--- config.mk ---
export PLATFORM = sky130hd
export DESIGN_NAME = sccb_slave_responder
export DESIGN_NICKNAME = d
export VERILOG_FILES = /design/src/rtl/sccb_slave_responder.sv
export SDC_FILE = /design/constraint.sdc
export NUM_CORES = 1
export LEC_CHECK = 0
export BUFFER_PORTS_ARGS = -buffer_cell sky130_fd_sc_hd__buf_2
export CAP_MARGIN = 10
export CORE_ASPECT_RATIO = 1.75
export CORE_MARGIN = 2
export CORE_UTILIZATION = 65
export DETAILED_ROUTE_END_ITERATION = 8
export PLACE_DENSITY = 0.9
export SLEW_MARGIN = 20
export SYNTH_ARGS = -nofsm -noshare
export SYNTH_HDL_FRONTEND = slang
export SYNTH_SLANG_ARGS = --single-unit
--- constraint.sdc ---
create_clock -name ILA_clk -period 7.8 [get_ports ILA_clk]
set_clock_uncertainty 0.15 [all_clocks]
set_input_delay 1.17 -clock ILA_clk [delete_from_list [all_inputs] [get_ports ILA_clk]]
set_output_delay 1.17 -clock ILA_clk [all_outputs]
set_load 0.03 [all_outputs]
--- src/rtl/sccb_slave_responder.sv ---
// SCCB/I2C target with a small register bank, oversampling SCL/SDA on ILA_clk.
// Answers DEV_ADDR, loads a 16-bit register pointer, accepts writes and serves reads.
module sccb_slave_responder #(
  parameter logic [6:0]  DEV_ADDR = 7'h3C,
  parameter int unsigned REG_AW   = 4
) (
  input  logic        ILA_clk,
  input  logic        rstn,
  input  logic        scl_i,
  input  logic        sda_i,
  output logic        sda_drive_low,
  output logic        wr_stb,
  output logic [15:0] wr_addr,
  output logic [7:0]  wr_data,
  output logic        busy
);
  localparam int unsigned NREG = 1 << REG_AW;

  typedef enum logic [3:0] {
    S_IDLE, S_DEV_ADDR, S_DEV_ACK, S_REG_HI, S_ACK_HI, S_REG_LO, S_ACK_LO,
    S_WR_DATA, S_WR_ACK, S_RD_DATA, S_RD_ACK, S_IGNORE
  } state_t;

  state_t            state, state_nxt;
  logic [2:0]        scl_sr, sda_sr;
  logic [2:0]        cnt, cnt_nxt;
  logic [7:0]        sh;
  logic [15:0]       ptr;
  logic              rw;
  logic [7:0]        bank [NREG];
  logic              drive_nxt;
  logic              do_shift, do_rd_shift, do_rd_ld, do_rw, do_ptr_hi, do_ptr_lo;
  logic              do_wr, do_ptr_inc, busy_set, busy_clr;

  // Stage [1] is the synchronized level, stage [2] its one-cycle-old copy.
  logic scl_rise, scl_fall, start_det, stop_det, sda_bit;
  logic [7:0]        byte_in, rd_byte;
  logic [REG_AW-1:0] idx;

  assign sda_bit   = sda_sr[1];
  assign scl_rise  = scl_sr[1] & ~scl_sr[2];
  assign scl_fall  = ~scl_sr[1] & scl_sr[2];
  assign start_det = scl_sr[1] & scl_sr[2] & sda_sr[2] & ~sda_sr[1];
  assign stop_det  = scl_sr[1] & scl_sr[2] & ~sda_sr[2] & sda_sr[1];
  assign byte_in   = {sh[6:0], sda_bit};
  assign idx       = ptr[REG_AW-1:0];
  assign rd_byte   = bank[idx];

  always_ff @(posedge ILA_clk or negedge rstn) begin
    if (!rstn) begin
      scl_sr <= '1;
      sda_sr <= '1;
    end else begin
      scl_sr <= {scl_sr[1:0], scl_i};
      sda_sr <= {sda_sr[1:0], sda_i};
    end
  end

  // ACK states use cnt as a phase flag: 0 = before the 9th SCL rise, 1 = after it.
  always_comb begin
    state_nxt   = state;
    cnt_nxt     = cnt;
    drive_nxt   = sda_drive_low;
    do_shift    = 1'b0;
    do_rd_shift = 1'b0;
    do_rd_ld    = 1'b0;
    do_rw       = 1'b0;
    do_ptr_hi   = 1'b0;
    do_ptr_lo   = 1'b0;
    do_wr       = 1'b0;
    do_ptr_inc  = 1'b0;
    busy_set    = 1'b0;
    busy_clr    = 1'b0;
    if (start_det) begin
      state_nxt = S_DEV_ADDR;
      cnt_nxt   = '0;
      drive_nxt = 1'b0;
    end else if (stop_det) begin
      state_nxt = S_IDLE;
      cnt_nxt   = '0;
      drive_nxt = 1'b0;
      busy_clr  = 1'b1;
    end else begin
      case (state)
        S_DEV_ADDR, S_REG_HI, S_REG_LO, S_WR_DATA: begin
          if (scl_rise) begin
            do_shift = 1'b1;
            cnt_nxt  = cnt + 3'd1;
            if (cnt == 3'd7) begin
              case (state)
                S_DEV_ADDR: begin
                  if (byte_in[7:1] == DEV_ADDR) begin
                    state_nxt = S_DEV_ACK;
                    do_rw     = 1'b1;
                    busy_set  = 1'b1;
                  end else begin
                    state_nxt = S_IGNORE;
                    busy_clr  = 1'b1;
                  end
                end
                S_REG_HI: begin
                  state_nxt = S_ACK_HI;
                  do_ptr_hi = 1'b1;
                end
                S_REG_LO: begin
                  state_nxt = S_ACK_LO;
                  do_ptr_lo = 1'b1;
                end
                default: begin
                  state_nxt = S_WR_ACK;
                  do_wr     = 1'b1;
                end
              endcase
            end
          end
        end
        S_DEV_ACK, S_ACK_HI, S_ACK_LO, S_WR_ACK: begin
          if (scl_rise) begin
            cnt_nxt = 3'd1;
          end else if (scl_fall) begin
            if (cnt == 3'd0) begin
              drive_nxt = 1'b1;
            end else begin
              cnt_nxt   = '0;
              drive_nxt = 1'b0;
              case (state)
                S_DEV_ACK: begin
                  if (rw) begin
                    state_nxt = S_RD_DATA;
                    do_rd_ld  = 1'b1;
                    drive_nxt = ~rd_byte[7];
                  end else begin
                    state_nxt = S_REG_HI;
                  end
                end
                S_ACK_HI: state_nxt = S_REG_LO;
                default:  state_nxt = S_WR_DATA;
              endcase
            end
          end
        end
        S_RD_DATA: begin
          if (scl_rise) begin
            do_rd_shift = 1'b1;
            cnt_nxt     = cnt + 3'd1;
            if (cnt == 3'd7) begin
              state_nxt  = S_RD_ACK;
              do_ptr_inc = 1'b1;
            end
          end else if (scl_fall) begin
            drive_nxt = ~sh[7];
          end
        end
        S_RD_ACK: begin
          if (scl_rise) begin
            if (sda_bit) state_nxt = S_IGNORE;
            else         cnt_nxt   = 3'd1;
          end else if (scl_fall) begin
            if (cnt == 3'd0) begin
              drive_nxt = 1'b0;
            end else begin
              cnt_nxt   = '0;
              state_nxt = S_RD_DATA;
              do_rd_ld  = 1'b1;
              drive_nxt = ~rd_byte[7];
            end
          end
        end
        default: drive_nxt = 1'b0;
      endcase
    end
  end

  always_ff @(posedge ILA_clk or negedge rstn) begin
    if (!rstn) begin
      state         <= S_IDLE;
      cnt           <= '0;
      sda_drive_low <= 1'b0;
      sh            <= '0;
      ptr           <= '0;
      rw            <= 1'b0;
      busy          <= 1'b0;
      wr_stb        <= 1'b0;
      wr_addr       <= '0;
      wr_data       <= '0;
      bank          <= '{default: '0};
    end else begin
      state         <= state_nxt;
      cnt           <= cnt_nxt;
      sda_drive_low <= drive_nxt;
      wr_stb        <= do_wr;
      if (do_shift)    sh <= byte_in;
      if (do_rd_shift) sh <= {sh[6:0], 1'b0};
      if (do_rd_ld)    sh <= rd_byte;
      if (do_rw)       rw <= byte_in[0];
      if (do_ptr_hi)   ptr[15:8] <= byte_in;
      if (do_ptr_lo)   ptr[7:0]  <= byte_in;
      if (do_wr) begin
        bank[idx] <= byte_in;
        wr_addr   <= ptr;
        wr_data   <= byte_in;
      end
      if (do_wr || do_ptr_inc) ptr <= ptr + 16'd1;
      if (busy_set)      busy <= 1'b1;
      else if (busy_clr) busy <= 1'b0;
    end
  end
endmodule
* Word level (Yosys, flattened, before mapping) *
Cells that the tools add are included.

storage, ports and cells
  flip-flop bits (word level) = 193
  output and inout port bits = 27
  word-level logic and storage cells = 201
  bits of input ports = 4

operators by class
  bitwise gates (word level) = 14
  equal/unequal tests = 29
  magnitude comparators = 2
  reductions and logical operators = 16
  mux-type cells = 109
  $add $sub $neg = 2

operators with widths
  operator                 number
  $bwmux W128              1
  $mux W1                  68
  $mux W8                  8
  $mux W4                  15
  $ne A4 B4 Y1 const B     11
  $bmux W8 S4              1
  $demux W8 S4             1
  $mux W3                  8
  $ne A5 B5 Y1 const B     4
  $add A16 B1 Y16 const B  1
  $eq A4 B3 Y1 const B     4
  $mux W16                 1
  $pmux W4 S4              1
  $eq A4 B4 Y1 const B     3
  $pmux W4 S3              1
  $reduce_and A11 Y1       1
  $pmux W3 S3              1
  $eq A4 B2 Y1 const B     2
  $pmux W4 S2              1
  $reduce_or A4 Y1         2
  $and A1 B1 Y1            7
  $eq A7 B6 Y1 const B     1
  $reduce_and A7 Y1        1
  $not A1 Y1               6
  other kinds (20)         22

* Logic depth before layout (Yosys ltp) *
  depth after elaboration = 13
  mapped depth = 11
  gate-level depth less buffers = 8

* Worst setup path after synthesis *
OpenSTA, ideal clock, no wires.

  path kind = flip-flop to flip-flop
  from = register cnt[0]
  to = register bank[100] (netlist name)
  arrival = 2.308 ns
  clock period less this slack = 2.583 ns
  library setup time = 0.125 ns
  buffers on the path = 2
  required time = 7.525 ns
  stages on the path, launching flop included = 10
  path slack = 5.217 ns
  cells stage by stage = dfrtp_1 -> ha_1 -> ha_1 -> clkbuf_2 -> nand4b_1 -> a2111o_2 -> nor3_1 -> and2_1 -> buf_2 -> mux2_2

on the way
  cells in the longest elaborated chain, start to end = 6

RTL lines
  what                            line  source
  start: declaration              26    logic [2:0] cnt, cnt_nxt;
  start signal: assignment        189   cnt <= cnt_nxt;
  $eq A3 B3 Y1                    89    if (cnt == 3'd7) begin
  $mux W1                         89
  $mux W1                         86    if (scl_rise) begin
  $mux W1                         84    case (state)
  $mux W1                         78    end else if (stop_det) begin
  $mux W1                         74    if (start_det) begin
  end signal: indexed assignment  199   bank[idx] <= byte_in;
  end: declaration                30    logic [7:0] bank [NREG];

No other way between the ends.
A chain may end at the register's enable or synchronous reset.

* Final worst setup path *
  from = register sda_sr[1]
  to = register ptr[7]

on the way
  cells in the longest elaborated chain, start to end = 5
  elaborated cells between the ends (all ways) = 12
  those cells by class = 7 x mux; 3 x bitwise; 2 x reduce/logical

RTL lines
  what                                            line    source
  start: declaration                              25      logic [2:0] scl_sr, sda_sr;
  start signal: assignment                        55      sda_sr <= {sda_sr[1:0], sda_i};
  $and A1 B1 Y1 or $not A1 Y1 (tied branches)     44, 43
  $mux W1 or $and A1 B1 Y1 (tied branches)        78, 43
  $mux W1                                         74
  $logic_or A1 B1 Y1                              203     if (do_wr || do_ptr_inc) ptr <= ptr + 16'd1;
  $mux W16 or $reduce_bool A2 Y1 (tied branches)  --
  end signal: assignment                          197     if (do_ptr_lo) ptr[7:0] <= byte_in;
  end signal: assignment                          203
  end: declaration                                28      logic [15:0] ptr;

Parallel ways exist; a longest one is shown, timed or not.

==> results.txt <==
- Flip-flop cell with the highest count after synthesis: sky130_fd_sc_hd__dfrtp_1
- Async set-reset flop share out of synthesis: 100.0%
- Worst path top cell family by delay: compound AO/OA/AOI/OAI gates
- In this run the power density over the cells is ~220 nW/um^2.
* Final-report setup violation count: 0
- Leaving out fill and tap cells, the most frequent cell in the layout is sky130_fd_sc_hd__dfrtp_1.
- For this design the total switching power over the nets is about 660 uW.
- Switching Share: slightly below 30%
- Total power: approximately 2.2 mW
* Status: completed
- Die area: between 15000 and 20000 sq um
- Type of the worst min-delay path: flop to flop
* Share of cells above drive strength 1: 34.46%
- Synthesis produced a netlist whose cell count is roughly 720.
- Cell-by-cell trace of the critical path: xor2_2 -> a2111o_2 -> inv_2 -> a21oi_1 -> o32ai_1 -> a21oi_1
- At the pin with the least slew margin, the transition time is a little over 1 ns.
* Area grow syn2layout: 8.626%
- Cell-internal power: 1.543 mW
* Maximum vdd drop: 0.1258 mV
- Boundary pin count: 31
- Clock-pin slew was measured on the worst setup and hold paths at about 0.08 ns.
* Initial DRC Count: approximately 740
* Worst Path Class, Setup: flop to flop
- Syn Std Cell Area: a little over 9000 sq um
- The count of buffers added on input and output ports is 30.
- H-tree Lvls: 4
- Count of maximum capacitance violations: 0
- Counting distinct cell types in the post-synthesis netlist gives 64.
* Worst slack, placed: 4.236 ns
- Setup repair after global routing left no endpoint under its margin.
- Counting every net in the synthesized netlist gives roughly 740.
- Total count of max-transition violations in the final report: 0
- Die width: approximately 94 um
- At the end of routability-driven placement, the weighted congestion stood at 0.9639.
- Total number of vias: approximately 6300
- Non-filler cells in the finished layout: 917
- Comb power frac: under 10%
- For this design, the slowest cell found on the critical path is sky130_fd_sc_hd__dfstp_2.
* Sequential-to-total area share from yosys stat: between 50% and 60%
* Post-route setup TNS: 0 ns
- The final-report hold violation count was 0.
- Yosys printed 0 warnings.
- Measured along the y axis, the die boundary spans about 160 um.
- Worst setup slack after layout: between 4 and 5 ns
- Antenna violation net count after detailed routing: 0
- Top library cells by usage in the layout, fill and taps aside: sky130_fd_sc_hd__dfrtp_1 (186), sky130_fd_sc_hd__mux2_2 (124), sky130_fd_sc_hd__nand2_1 (74)
- The tree is rooted in a sky130_fd_sc_hd__clkbuf_16.
- After detailed routing, the average wire length per cell comes to between 20 and 25 um.
- At the later pin of the worst-skew pair, clock insertion delay measures around 0.43 ns.
- The number of antenna diodes in the final layout is 0.
- Detail Placement HPWL: about 14 mm
- Final worst path period need: 3.617 ns
- TritonCTS clock tree: yes
* # Post-CTS Setup Buffers: 0
- In this run the static leakage power is slightly below 5 nW.
* Count of standard-cell rows: 57
- Synthesis inferred between 150 and 200 register bits.
- Clock tree synthesis inserted a total of 17 buffers.
- At the worst endpoint, the required time is 7.99 ns.
* Cts-stage hold buffer count: 0
* Kind of launch point of the worst setup path: flop
* Placed standard-cell area: 9485 sq um
- DP Cell Count: 884
- Fill cells in the final layout number between 800 and 900.
- Number of enable-type register cells in the synthesized netlist: 0
- The most numerous cell type found on the critical path is sky130_fd_sc_hd__a21oi_1.
- Max FO, Critical Path: 42
- Cell area after layout: 10100 sq um
* Worst-case register-to-register setup slack: about 4.2 ns
- After floorplanning, the core was sized to cover 13910 sq um.
* Vias in the first global route: 6731
* Post-Route Hold Slack: ~0.21 ns
- Initial cell density of the core: approximately two thirds
- The tree built by TritonCTS fans out to approximately 190 sinks.
- Number of nets at the end of the flow: between 700 and 800
- After detailed routing, the number of remaining DRC violations is 0.
* First-pass GRT wire length: about 36 mm
- Initial antenna violation count: 0
- Critical Path Max Stage Delay: approximately 0.84 ns
* Total track usage: a little under a third
- Peak Freq: ~280 MHz
* Critical Path AT: around 3.8 ns
- After global routing the overflow that remains totals 0.
* Total iterations of the first detailed-routing run: 5
- In the finished design, the share of the clock period the worst path needs comes to a little under half.
- Total wire length: approximately 23 mm
- In this run the tightest slew margin relative to its limit is around a third.
* Number of gates resized after CTS: 0
* Via-per-instance ratio: a little under 7
- Core Util, Final: 72.62%
- Reg power frac: 54.0%
- The worst setup path is captured at a flop.
- Maximum number of pins on one net before global-route repair: ~120
- Number of buffers and inverters on the critical path: 1
* Synthesized area per cell: between 10 and 15 sq um
* Clock group share of total power: between 30% and 40%
* Worst-case clock buffer depth: 2
-- cells in the mapped netlist (all sizes together) (3+ instances only) --
master | count | area, sq um
a31oi | 6 | 37.54
nand3 | 10 | 50.05
ha | 10 | 125.1
and3 | 8 | 50.05
a211oi | 3 | 22.52
nand4 | 6 | 37.54
o22ai | 5 | 31.28
nor2 | 18 | 70.07
and2 | 15 | 93.84
a221o | 8 | 80.08
clkbuf | 34 | 128.9
o21a | 3 | 22.52
a41oi | 3 | 26.28
a21o | 4 | 30.03
mux4 | 40 | 900.9
nand2 | 74 | 277.8
dfrtp | 187 | 4679
mux2 | 129 | 1453
or2 | 3 | 18.77
o32ai | 4 | 35.03
dfstp | 6 | 157.7
inv | 23 | 86.33
a21oi | 14 | 70.07
buf | 18 | 102.6
a22o | 6 | 52.55
nor3 | 12 | 75.07
o21ai | 27 | 135.1
a311oi | 4 | 35.03
mux2i | 9 | 90.09
-- path summary, 6_finish.rpt --
kind	startpoint	to	cells after the start
setup / recovery	sda_sr[1]$_DFF_PN1_	ptr[7]$_DFFE_PN0P_	6
hold / removal	scl_sr[0]$_DFF_PN1_	scl_sr[1]$_DFF_PN1_	0
setup reg to reg	sda_sr[1]$_DFF_PN1_	ptr[7]$_DFFE_PN0P_	6
hold reg to reg	scl_sr[0]$_DFF_PN1_	scl_sr[1]$_DFF_PN1_	0
max in group asynchronous	rstn	bank[13]$_DFFE_PN0P_	3
min in group asynchronous	rstn	state[1]$_DFFE_PN0P_	1
-- power by group through the flow --
stage | combinational, mW | sequential [mW] | clock, mW
after floorplan | 0.169 | 1.07 | 0
after global placement | 0.135 | 1.18 | 0
after detailed placement | 0.142 | 1.19 | 0
after CTS | 0.146 | 1.18 | 0.867
after global routing | 0.164 | 1.19 | 0.910
final | 0.149 | 1.19 | 0.863
-- sequential cells by signal (all words and copies together) (netlist names) --
signal         flops
sda_sr             3
ptr               16
wr_data            8
scl_sr             3
sh                 8
wr_addr           16
busy               1
sda_drive_low      1
rw                 1
bank             128
wr_stb             1
state              4
cnt                3
-- layer usage --
metal / GRT usage (%) / share of wire [%]
met1: 36.00 / 35
met2: 53.44 / 53
met5: 0 / 0
met4: 20.95 / 7.3
met3: 5.241 / 5.7
-- logic make-up after synthesis --
| family | share of synthesized area (%) |
|---|---|
| fa+ha+maj | 1.453 |
| mux | 26.28 |
| xor+xnor | 0.1750 |
| simple gates | 8.357 |
| compound gates | 8.290 |
| buf+inv | 3.418 |
| flops | 52.03 |
-- area by class of cell --
cell class | instances | area [sq um] | area share (%)
sequential | 193 | 4838 | 47.91
multi-input combinational | 456 | 4148 | 41.07
clock buffer | 17 | 425.4 | 4.212
timing repair buffer | 36 | 224.0 | 2.218
tap | 177 | 221.5 | 2.193
clock inverter | 15 | 156.4 | 1.549
inverter | 23 | 86.33 | 0.8548
(Power assumes the default switching activity.)
